===== src/rtl/mix_pkg.sv =====
// Shared types and constants for the lane-mixing sequencer and its combinational step unit.
package mix_pkg;

  localparam int unsigned Lanes = 8;
  localparam int unsigned LaneW = 32;

  typedef enum logic [3:0] {
    StIdle  = 4'd0,
    StAddc  = 4'd1,
    StChain = 4'd2,
    StMixa  = 4'd3,
    StMixx  = 4'd4,
    StMixs  = 4'd5,
    StFold  = 4'd6,
    StMul1  = 4'd7,
    StMul2  = 4'd8,
    StDone  = 4'd9
  } state_e;

  typedef enum logic [2:0] {
    StepAddc,
    StepChain,
    StepMixa,
    StepMixx,
    StepMixs,
    StepFold,
    StepMul1,
    StepMul2
  } step_e;

  localparam logic [31:0] M1 [Lanes] = '{32'd2, 32'd3, 32'd5, 32'd7, 32'd11, 32'd13, 32'd17, 32'd19};
  localparam logic [31:0] C1 [Lanes] = '{32'd3, 32'd5, 32'd7, 32'd11, 32'd13, 32'd17, 32'd19, 32'd23};
  localparam logic [31:0] M2 [Lanes] = '{32'd2, 32'd3, 32'd3, 32'd3, 32'd5, 32'd13, 32'd35, 32'd87};
  localparam logic [31:0] C2 [Lanes] = '{32'd0, 32'd1, 32'd8, 32'd27, 32'd64, 32'd125, 32'd216,
                                         32'd343};

endpackage


===== src/rtl/mix_step.sv =====
// One datapath step: lanes update in order 0..7, each seeing the already-updated lower lanes.
module mix_step
  import mix_pkg::*;
(
  input  logic [Lanes*LaneW-1:0] state,
  input  step_e                  sel,
  output logic [Lanes*LaneW-1:0] next_state
);

  logic [31:0] o [Lanes];

  always_comb begin
    for (int i = 0; i < Lanes; i++) o[3'(i)] = state[32*i +: 32];
    // Blocking updates in a loop give the required in-cycle lane chaining.
    unique case (sel)
      StepAddc:  for (int i = 0; i < Lanes; i++) o[3'(i)] = o[3'(i)] + 32'(i);
      StepChain: for (int i = 0; i < Lanes; i++) o[3'(i)] = o[3'(i)] + o[3'(i + 7)];
      StepMixa:  for (int i = 0; i < Lanes; i++)
                   o[3'(i)] = o[3'(i)] + o[3'(i + 1)] - o[3'(i + 5)];
      StepMixx:  for (int i = 0; i < Lanes; i++) o[3'(i)] = o[3'(i)] ^ (o[3'(i + 3)] << 16);
      StepMixs:  for (int i = 0; i < Lanes; i++)
                   o[3'(i)] = o[3'(i)] - (o[3'(i + 2)] >> 17) + (o[3'(i + 4)] >> 12);
      StepFold:  for (int i = 0; i < Lanes; i++)
                   o[3'(i)] = o[3'(i)] + o[3'(i + 7)] - o[3'(i + 6)];
      StepMul1:  for (int i = 0; i < Lanes; i++) o[3'(i)] = o[3'(i)] * M1[3'(i)] + C1[3'(i)];
      StepMul2:  for (int i = 0; i < Lanes; i++) o[3'(i)] = o[3'(i)] * M2[3'(i)] + C2[3'(i)];
    endcase
    for (int i = 0; i < Lanes; i++) next_state[32*i +: 32] = o[3'(i)];
  end

endmodule


===== src/rtl/mix_sequencer.sv =====
// Sequences the mixing steps over a 256-bit lane register with a valid/ready result handshake.
module mix_sequencer
  import mix_pkg::*;
#(
  parameter int unsigned LANES = 8
) (
  input  logic                  clk,
  input  logic                  rst,
  input  logic                  start,
  input  logic [32*LANES-1:0]   seed,
  input  logic [3:0]            rounds,
  input  logic [3:0]            folds,
  output logic                  busy,
  output logic                  out_valid,
  input  logic                  out_ready,
  output logic [32*LANES-1:0]   result,
  output logic [3:0]            phase
);

  state_e                 state_q;
  logic [32*LANES-1:0]    lanes_q;
  logic [32*LANES-1:0]    lanes_step;
  logic [3:0]             rnd_q;
  logic [3:0]             fld_q;
  logic                   busy_q;
  logic                   valid_q;
  step_e                  sel;

  always_comb begin
    sel = StepAddc;
    case (state_q)
      StChain: sel = StepChain;
      StMixa:  sel = StepMixa;
      StMixx:  sel = StepMixx;
      StMixs:  sel = StepMixs;
      StFold:  sel = StepFold;
      StMul1:  sel = StepMul1;
      StMul2:  sel = StepMul2;
      default: sel = StepAddc;
    endcase
  end

  mix_step u_step (
    .state      (lanes_q),
    .sel        (sel),
    .next_state (lanes_step)
  );

  always_ff @(posedge clk) begin
    if (rst) begin
      state_q <= StIdle;
      lanes_q <= '0;
      rnd_q   <= '0;
      fld_q   <= '0;
      busy_q  <= 1'b0;
      valid_q <= 1'b0;
    end else begin
      case (state_q)
        StIdle: begin
          if (start) begin
            lanes_q <= seed;
            rnd_q   <= rounds;
            fld_q   <= folds;
            busy_q  <= 1'b1;
            state_q <= StAddc;
          end
        end
        StAddc: begin
          lanes_q <= lanes_step;
          state_q <= StChain;
        end
        StChain: begin
          lanes_q <= lanes_step;
          if (rnd_q != 4'd0)      state_q <= StMixa;
          else if (fld_q != 4'd0) state_q <= StFold;
          else                    state_q <= StMul1;
        end
        StMixa: begin
          lanes_q <= lanes_step;
          state_q <= StMixx;
        end
        StMixx: begin
          lanes_q <= lanes_step;
          state_q <= StMixs;
        end
        StMixs: begin
          lanes_q <= lanes_step;
          rnd_q   <= rnd_q - 4'd1;
          if (rnd_q != 4'd1)      state_q <= StMixa;
          else if (fld_q != 4'd0) state_q <= StFold;
          else                    state_q <= StMul1;
        end
        StFold: begin
          lanes_q <= lanes_step;
          fld_q   <= fld_q - 4'd1;
          state_q <= (fld_q != 4'd1) ? StFold : StMul1;
        end
        StMul1: begin
          lanes_q <= lanes_step;
          state_q <= StMul2;
        end
        StMul2: begin
          lanes_q <= lanes_step;
          busy_q  <= 1'b0;
          valid_q <= 1'b1;
          state_q <= StDone;
        end
        StDone: begin
          // Start is deliberately not sampled here, even in the release cycle.
          if (out_ready) begin
            valid_q <= 1'b0;
            state_q <= StIdle;
          end
        end
        default: state_q <= StIdle;
      endcase
    end
  end

  assign busy      = busy_q;
  assign out_valid = valid_q;
  assign result    = lanes_q;
  assign phase     = state_q;

endmodule


===== config.mk =====
export PLATFORM = sky130hd
export DESIGN_NAME = mix_sequencer
export DESIGN_NICKNAME = d
export VERILOG_FILES = /design/src/rtl/mix_pkg.sv /design/src/rtl/mix_step.sv /design/src/rtl/mix_sequencer.sv
export SDC_FILE = /design/constraint.sdc
export NUM_CORES = 1
export LEC_CHECK = 0
export ABC_CLOCK_PERIOD_IN_PS = 9500
export BUFFER_PORTS_ARGS = -buffer_cell sky130_fd_sc_hd__buf_2
export CORE_MARGIN = 2
export CORE_UTILIZATION = 25
export DETAILED_ROUTE_END_ITERATION = 16
export PLACE_DENSITY = 0.44
export SLEW_MARGIN = 10
export SYNTH_ARGS = -nofsm -noshare
export SYNTH_HDL_FRONTEND = slang
export SYNTH_HIERARCHICAL = 1
export SYNTH_SLANG_ARGS = --single-unit

===== constraint.sdc =====
create_clock -name clk -period 9.5 [get_ports clk]
set_clock_uncertainty 0.15 [all_clocks]
set_input_delay 1.9 -clock clk [delete_from_list [all_inputs] [get_ports clk]]
set_output_delay 1.9 -clock clk [all_outputs]
set_load 0.1 [all_outputs]

# Word level (Yosys, flattened, before mapping)
# Cells that the tools add are included.
totals:
  register_bits: 270
  latch_bits: 0
  mem_bits_rw: 0
  mem_bits_ro: 0
  output_inout_bits: 262
  wordCells: 81
  n_memories: 0
op_classes:
  add_sub_neg: 12
  n_mul: 5
  n_div: 0
  n_lt_le_gt_ge: 0
  n_eq_ne: 18
  shifts: 0
  mux: 19
  n_bitwise: 1
  n_reduce_logical: 18
op_table:
  columns: ["op", "count"]
  rows:
  - ["128-bit one-hot mux with 4 select lines", 1]
  - ["256-bit one-hot mux with 2 select lines", 1]
  - ["256-bit 2-to-1 mux", 1]
  - ["32-bit by 2-bit adder with 32-bit output (second input constant)", 3]
  - ["32-bit by 2-bit multiplier with 32-bit output (second input constant)", 3]
  - ["32-bit by 1-bit adder with 32-bit output (second input constant)", 2]
  - ["32-bit by 3-bit adder with 32-bit output (second input constant)", 2]
  - ["32-bit by 4-bit adder with 32-bit output (second input constant)", 2]
  - ["32-bit by 3-bit multiplier with 32-bit output (second input constant)", 2]
  - ["4-bit one-hot mux with 10 select lines", 1]
  - ["32-bit by 5-bit adder with 32-bit output (second input constant)", 1]
  - ["32-bit XOR", 1]
  - ["3-bit one-hot mux with 7 select lines", 1]
  - ["4-bit 2-to-1 mux", 5]
  - ["4-bit by 3-bit == test with 1-bit output (second input constant)", 4]
  - ["4-bit one-hot mux with 2 select lines", 2]
  - ["2-bit AND reduction", 6]
  - ["2-bit nonzero test", 5]
  - ["4-bit by 2-bit == test with 1-bit output (second input constant)", 2]
  - ["4-bit == test (second input constant)", 2]
  - ["2-bit != test (second input constant)", 4]
  - ["4-bit by 1-bit != test with 1-bit output (second input constant)", 2]
  - ["4-bit nonzero test", 2]
  - ["8-bit OR reduction", 1]
  - ["10 further kinds", 17]

# Depth between registers and ports, before layout
logic_depth:
  depth_word: 5
  ltp_mapped: 21
  depth_no_buf: 20

# Hierarchy
# The synthesis kept the hierarchy.
by_module_without_submodules:
  columns: ["module", "n_inst", "cells_each", "area_each_um2", "seq_area_each_um2"]
  rows:
  - ["mix_step", 1, 2239, 16216.8, 0.0]
  - ["mix_sequencer", 1, 1002, 10247.3, 5405.2]

# Least setup slack after synthesis
# No wires, ideal clock.
synth_timing:
  path_type: "register to register"
  startpoint: "register lanes_q[98] (netlist: result[98])"
  endpoint: "register lanes_q[126] (netlist: result[126])"
  arrival_time_ns: 5.243
  t_required_ns: 9.222
  setup_slack_ns: 3.979
  path_stages_with_launch: 21
  n_path_buf: 1
  synth_period_minus_slack_ns: 5.521
  cell_sequence: "dfxtp_1 clkbuf_1 inv_1 ha_1 inv_1 fa_1 ha_1 a21oi_1 o21ai_0 a21oi_1 o31ai_1 o311ai_0 o21a_1 a31oi_1 a311oi_1 o21ai_0 xor2_1 a22oi_1 o21ai_0 a222oi_1 nor2_1"
synth_between:
  elab_chain_cells: 4
  elab_cells_between_ends: 7
  cone_classes: "add/sub: 3; mul: 2; mux: 2"
synth_rtl:
  columns: ["element", "line_no", "rtl"]
  rows:
  - ["start, declared", "mix_sequencer.sv:21", "logic [32*LANES-1:0] lanes_q;"]
  - ["start signal, assigned", "mix_sequencer.sv:69", "lanes_q <= lanes_step;"]
  - ["start signal, assigned", "mix_sequencer.sv:73", "lanes_q <= lanes_step;"]
  - ["start signal, assigned", "mix_sequencer.sv:79", "lanes_q <= lanes_step;"]
  - ["32-bit by 2-bit multiplier with 32-bit output or 32-bit by 3-bit multiplier with 32-bit output (tied branches)", "mix_step.sv:26, mix_step.sv:25", null]
  - ["32-bit by 5-bit adder with 32-bit output or 32-bit by 4-bit adder with 32-bit output (tied branches)", "mix_step.sv:26, mix_step.sv:25", null]
  - ["128-bit one-hot mux with 4 select lines *", "mix_step.sv:15", "unique case (sel)"]
  - ["net lanes_step[126]", "mix_sequencer.sv:22", "logic [32*LANES-1:0] lanes_step;"]
  - ["256-bit one-hot mux with 2 select lines *", "mix_sequencer.sv:58", "case (state_q)"]
# Mark *: on every way through the listed nets, which the timed path passes. The rest lies on a longest branch. The select of a mux whose other input is x is not followed.
# A chain may end at the register's enable or synchronous reset.

# Worst setup path in the final report
layout_timing:
  startpoint: "register state_q[3] (netlist: phase[3])"
  endpoint: "register lanes_q[63] (netlist: result[63])"
layout_between:
  elab_chain_cells: 5
  elab_cells_between_ends: 20
  cone_classes: "eq/ne: 12; mux: 3; reduce/logical: 5"
layout_rtl:
  columns: ["element", "line_no", "rtl"]
  rows:
  - ["start, declared", "mix_sequencer.sv:20", "state_e state_q;"]
  - ["start signal, assigned", "mix_sequencer.sv:51", "state_q <= StIdle;"]
  - ["start signal, assigned", "mix_sequencer.sv:65", "state_q <= StAddc;"]
  - ["start signal, assigned", "mix_sequencer.sv:70", "state_q <= StChain;"]
  - ["4-bit == test (tied with other cells)", "mix_sequencer.sv:31", "case (state_q)"]
  - ["3-bit one-hot mux with 7 select lines *", "mix_sequencer.sv:31", null]
  - ["net sel[2]", "mix_sequencer.sv:27", "step_e sel;"]
  - ["3-bit == test (tied with other cells)", "mix_step.sv:15", null]
  - ["128-bit one-hot mux with 4 select lines *", "mix_step.sv:15", null]
  - ["net lanes_step[63]", "mix_sequencer.sv:22", null]
  - ["256-bit one-hot mux with 2 select lines *", "mix_sequencer.sv:58", null]
# Marks and branches as above.

==> impl.org <==
** Synthesis
- Cell area after synthesis :: 26,500 um^2
- sky130_fd_sc_hd__dfxtp_1 takes more of the synthesized area than any other cell.
- By area, the combinational part of the netlist is dominated by compound AO/OA/AOI/OAI gates.
- Yosys mapped a number of flops with a built-in enable equal to 0.
- Of the total synthesized cell area, the portion taken by XOR and XNOR cells is 0.0972.
- Synth unique cells :: 105
- The compound-gate portion of the synthesized area is 0.272.
- Yosys warnings :: 6
- The cell count after synthesis came out at 3,241.
- Most area-consuming cells after synthesis :: sky130_fd_sc_hd__dfxtp_1, sky130_fd_sc_hd__ha_1, sky130_fd_sc_hd__a222oi_1
- Multiplexer share of the synthesized area :: 0.00771
- Counting flops with an async set or reset pin after synthesis yields a share of 0.
- Dividing the synthesized area by the synthesized cell count gives 8.17 um^2.
- Area share of and/or/nand/nor cells after synthesis :: 0.158
- Of the total synthesized cell area, the portion taken by full adders, half adders and majority gates is 0.171.
- FF+latch count, synth :: 270
- Synth top area share :: 0.204
- Sequential area share after synthesis :: 0.204
- Primary flip-flop cell chosen by synthesis mapping :: sky130_fd_sc_hd__dfxtp_1

** Worst setup path
- Slowest-stage cell, CP :: sky130_fd_sc_hd__dfxtp_1
- Number of buffers and inverters on the critical path :: 2
- Data arrives at the worst endpoint at 6.73 ns.
- By instance count, the cell type seen most on the critical path is sky130_fd_sc_hd__buf_4.
- Slack of the worst reg-to-reg path :: 3.07 ns
- Crit-path cells :: nand2_1 -> o21ai_4 -> buf_4 -> and2_1 -> nand2_4 -> buf_4 -> o31a_1 -> a211oi_2 -> nand4_1 -> nor3b_2 -> nand4_4 -> or4b_4 -> xnor2_1 -> o221ai_2 -> a222oi_1 -> nor2_1
- Family with the most delay on the worst path :: simple AND/OR/NAND/NOR gates
- In this run the worst path has a maximum fanout of 57.
- Startpoint class of the critical path :: flip-flop
- Path type of the worst setup path :: reg2reg
- Startpoint of the worst register-to-register path :: phase[3]$_SDFFE_PP0P_
- STA classifies the critical path endpoint as a flip-flop.
- Measured in cells, the most critical reg-to-reg path has a length of 16.
- First element of the critical path :: phase[3]$_SDFFE_PP0P_
- The largest single stage delay on the critical path is 0.88 ns.
- Endpoint required time on the critical path :: 9.80 ns
- FF-to-FF End :: result[63]$_SDFFE_PP0P_

** Timing
- Setup violations remaining at the end of the flow were counted as 0.
- Derived from the worst setup path, the maximum achievable clock frequency is 155 MHz.
- Unrepaired setup endpoints after global routing :: false
- In this run the tightest slew margin relative to its limit is 0.280.
- Summed over all failing endpoints, the final setup total negative slack is 0 ns.
- At the pin with the least slew margin, the transition time is 1.08 ns.
- Final Hold Violating Endpoints :: 0
- The final max-slew violation count is 0.
- In the finished design, the share of the clock period the worst path needs comes to 0.677.
- Final critical delay including setup and external delays :: 6.43 ns

** Placement
- Buffers added on ports :: 529
- The HPWL after detailed placement is 74,400 um.
- GP Congestion :: 0.840

** Drt
- WL/cell :: 20.3 um
- For this block, the initial DRC count from the detailed router was 2,294.
- In this run the remaining antenna-violating nets after routing total 0.
- Total vias in the final route :: 26,200
- Total Wirelength :: 103,000 um
- Number of detailed-route iterations in the first pass :: 10
- Dividing the detail-routed via count by the number of cells gives 5.17.
- Post-route DRC :: 0

** Global route
- The initial antenna violation count is 20.
- Entering global routing, the biggest net connects 187 pins.
- Across every metal layer, demand over resource in global routing totals 0.183.
- The first global-routing pass estimated 155,000 um of wire.
- For this run the aggregate overflow at the end of global routing stands at 0.
- The number of global-route vias before repair was 25,200.

** Cells and area
- Net total in the final layout :: 4,254
- From synthesis to final layout, the design area changed by 17.8%.
- Of the cells placed in the final design, the portion with a size suffix greater than 1 is 0.188.
- Leaving out fill and tap cells, the most frequent cell in the layout is sky130_fd_sc_hd__buf_2.
- Commonest cells after routing, fill and taps aside :: sky130_fd_sc_hd__buf_2, sky130_fd_sc_hd__nor2_1, sky130_fd_sc_hd__ha_1

** Clock tree
- Total number of clock tree sinks :: 270
- TritonCTS built the clock tree.
- Once the clock tree was built, the resizer swapped 0 gates to a different size.
- The number of setup buffers added after CTS is 0.
- Number of buffers added to fix hold violations after cts :: 0
- Buffer type at the clock tree root :: sky130_fd_sc_hd__clkbuf_16
- Later-pin clock latency in the skew report :: 0.60 ns
- Buffers from clock root to sink, at most :: 3
- Clock-pin slew was measured on the worst setup and hold paths at 0.05 ns.
- CTS built an H-tree with a depth of 2.
- TritonCTS created 40 clock buffers.

** Floorplanning
- The die is 329 um tall.
- For this configuration, the core starts out at a cell density of 0.252.
- During I/O placement, the number of pins put on the boundary was 530.
- Die Span X :: 329 um
- The region available for standard cell placement spans 105,000 um^2.
- The floorplan step defined a die boundary enclosing 108,000 um^2.
- Row count :: 119

** Min path
- The path with the worst hold slack has its endpoint at out_valid$_SDFFE_PP0P_.
- Class of the worst hold path :: reg2reg
- Depth of the worst hold-timing path :: 2
- The startpoint identified for the worst hold timing path is out_valid$_SDFFE_PP0P_.

** Run
- Across the run, the number of max-cap violations was 0.

** Run status
- Run status :: finished, final reports clean
==> Yosys cell counts (all sizes together) (5+ instances only) <==
| library cell | number |
|---|---|
| o22ai | 21 |
| o31ai | 17 |
| o31a | 6 |
| a21o | 66 |
| a21oi | 196 |
| nor4 | 11 |
| a22oi | 44 |
| nand4 | 30 |
| nand2 | 201 |
| buf | 213 |
| o211ai | 11 |
| nand2b | 26 |
| clkbuf | 113 |
| nor2 | 395 |
| o21ai | 184 |
| nand3 | 75 |
| and2 | 13 |
| ha | 308 |
| and4 | 7 |
| inv | 117 |
| o221ai | 28 |
| o21a | 20 |
| a222oi | 262 |
| nor3 | 40 |
| nor4b | 5 |
| nor3b | 7 |
| mux2i | 17 |
| or3 | 10 |
| nor2b | 31 |
| a2111oi | 7 |
| o21bai | 12 |
| a211oi | 18 |
| a221oi | 11 |
| a21boi | 6 |
| xor2 | 113 |
| a31oi | 13 |
| xnor2 | 175 |
| fa | 33 |
| or2 | 8 |
| and3 | 31 |
| dfxtp | 270 |
==> metrics by stage <==
stage          setup WS, ns  hold slack (ns)  instance area, um^2  std cells  utilization
2_1_floorplan          3.98            0.318                26900       3368            -
3_3_place_gp           3.18            0.341                29800       4994        0.283
3_5_place_dp           2.96            0.327                29800       4994        0.283
4_1_cts                2.93            0.339                31200       5068        0.297
5_1_grt                2.55            0.356                31200       5070        0.297
6_report               3.07            0.333                31200       5071        0.297
==> worst max-delay path by stage <==
stage / endpoint / slack, ns / depth (start not counted)
finish: result[63]$_SDFFE_PP0P_ / 3.07 / 16
global placement: result[63]$_SDFFE_PP0P_ / 3.18 / 16
CTS: result[63]$_SDFFE_PP0P_ / 2.93 / 16
detailed placement: result[63]$_SDFFE_PP0P_ / 2.96 / 16
floorplan: result[126]$_SDFFE_PP0P_ / 3.98 / 20
global route: result[63]$_SDFFE_PP0P_ / 2.55 / 15
==> tightest hold or removal path: stages, from the launching register on <==
cell and delay, ns:
sky130_fd_sc_hd__dfxtp_1 0.32, sky130_fd_sc_hd__nand2_1 0.06, sky130_fd_sc_hd__a21oi_1 0.05
==> metal layers <==
layer | up-vias | share of wire | global-route usage
met4 | 28 | 0.027 | 0.0513
met2 | 809 | 0.45 | 0.293
met1 | 12500 | 0.44 | 0.239
li1 | 12800 | - | -
met5 | - | 0.0017 | 0
met3 | 140 | 0.080 | 0.0515
==> logic make-up after synthesis <==
family	Yosys count
xor+xnor	288
compound gates	973
flops	270
mux	19
simple gates	905
buf+inv	444
fa+ha+maj	341
other cells	1
==> flip-flops by register name (all words and copies together) (netlist names) <==
register and flops:
result 256, phase 4, busy 1, rnd_q 4, out_valid 1, fld_q 4
==> final cells by class <==
class / count / area, um^2
flip-flops and latches: 270 / 5410
repair buffers: 561 / 2920
diodes: 3 / 7.51
inverters: 118 / 443
clock buffers: 53 / 1140
fillers: 11400 / 73900
well taps: 1391 / 1740
multi-input cells: 2654 / 19200
clock inverters: 21 / 279
Power is not shown: default switching activity piles up to over one toggle a cycle in this logic, so the estimate is an artifact.
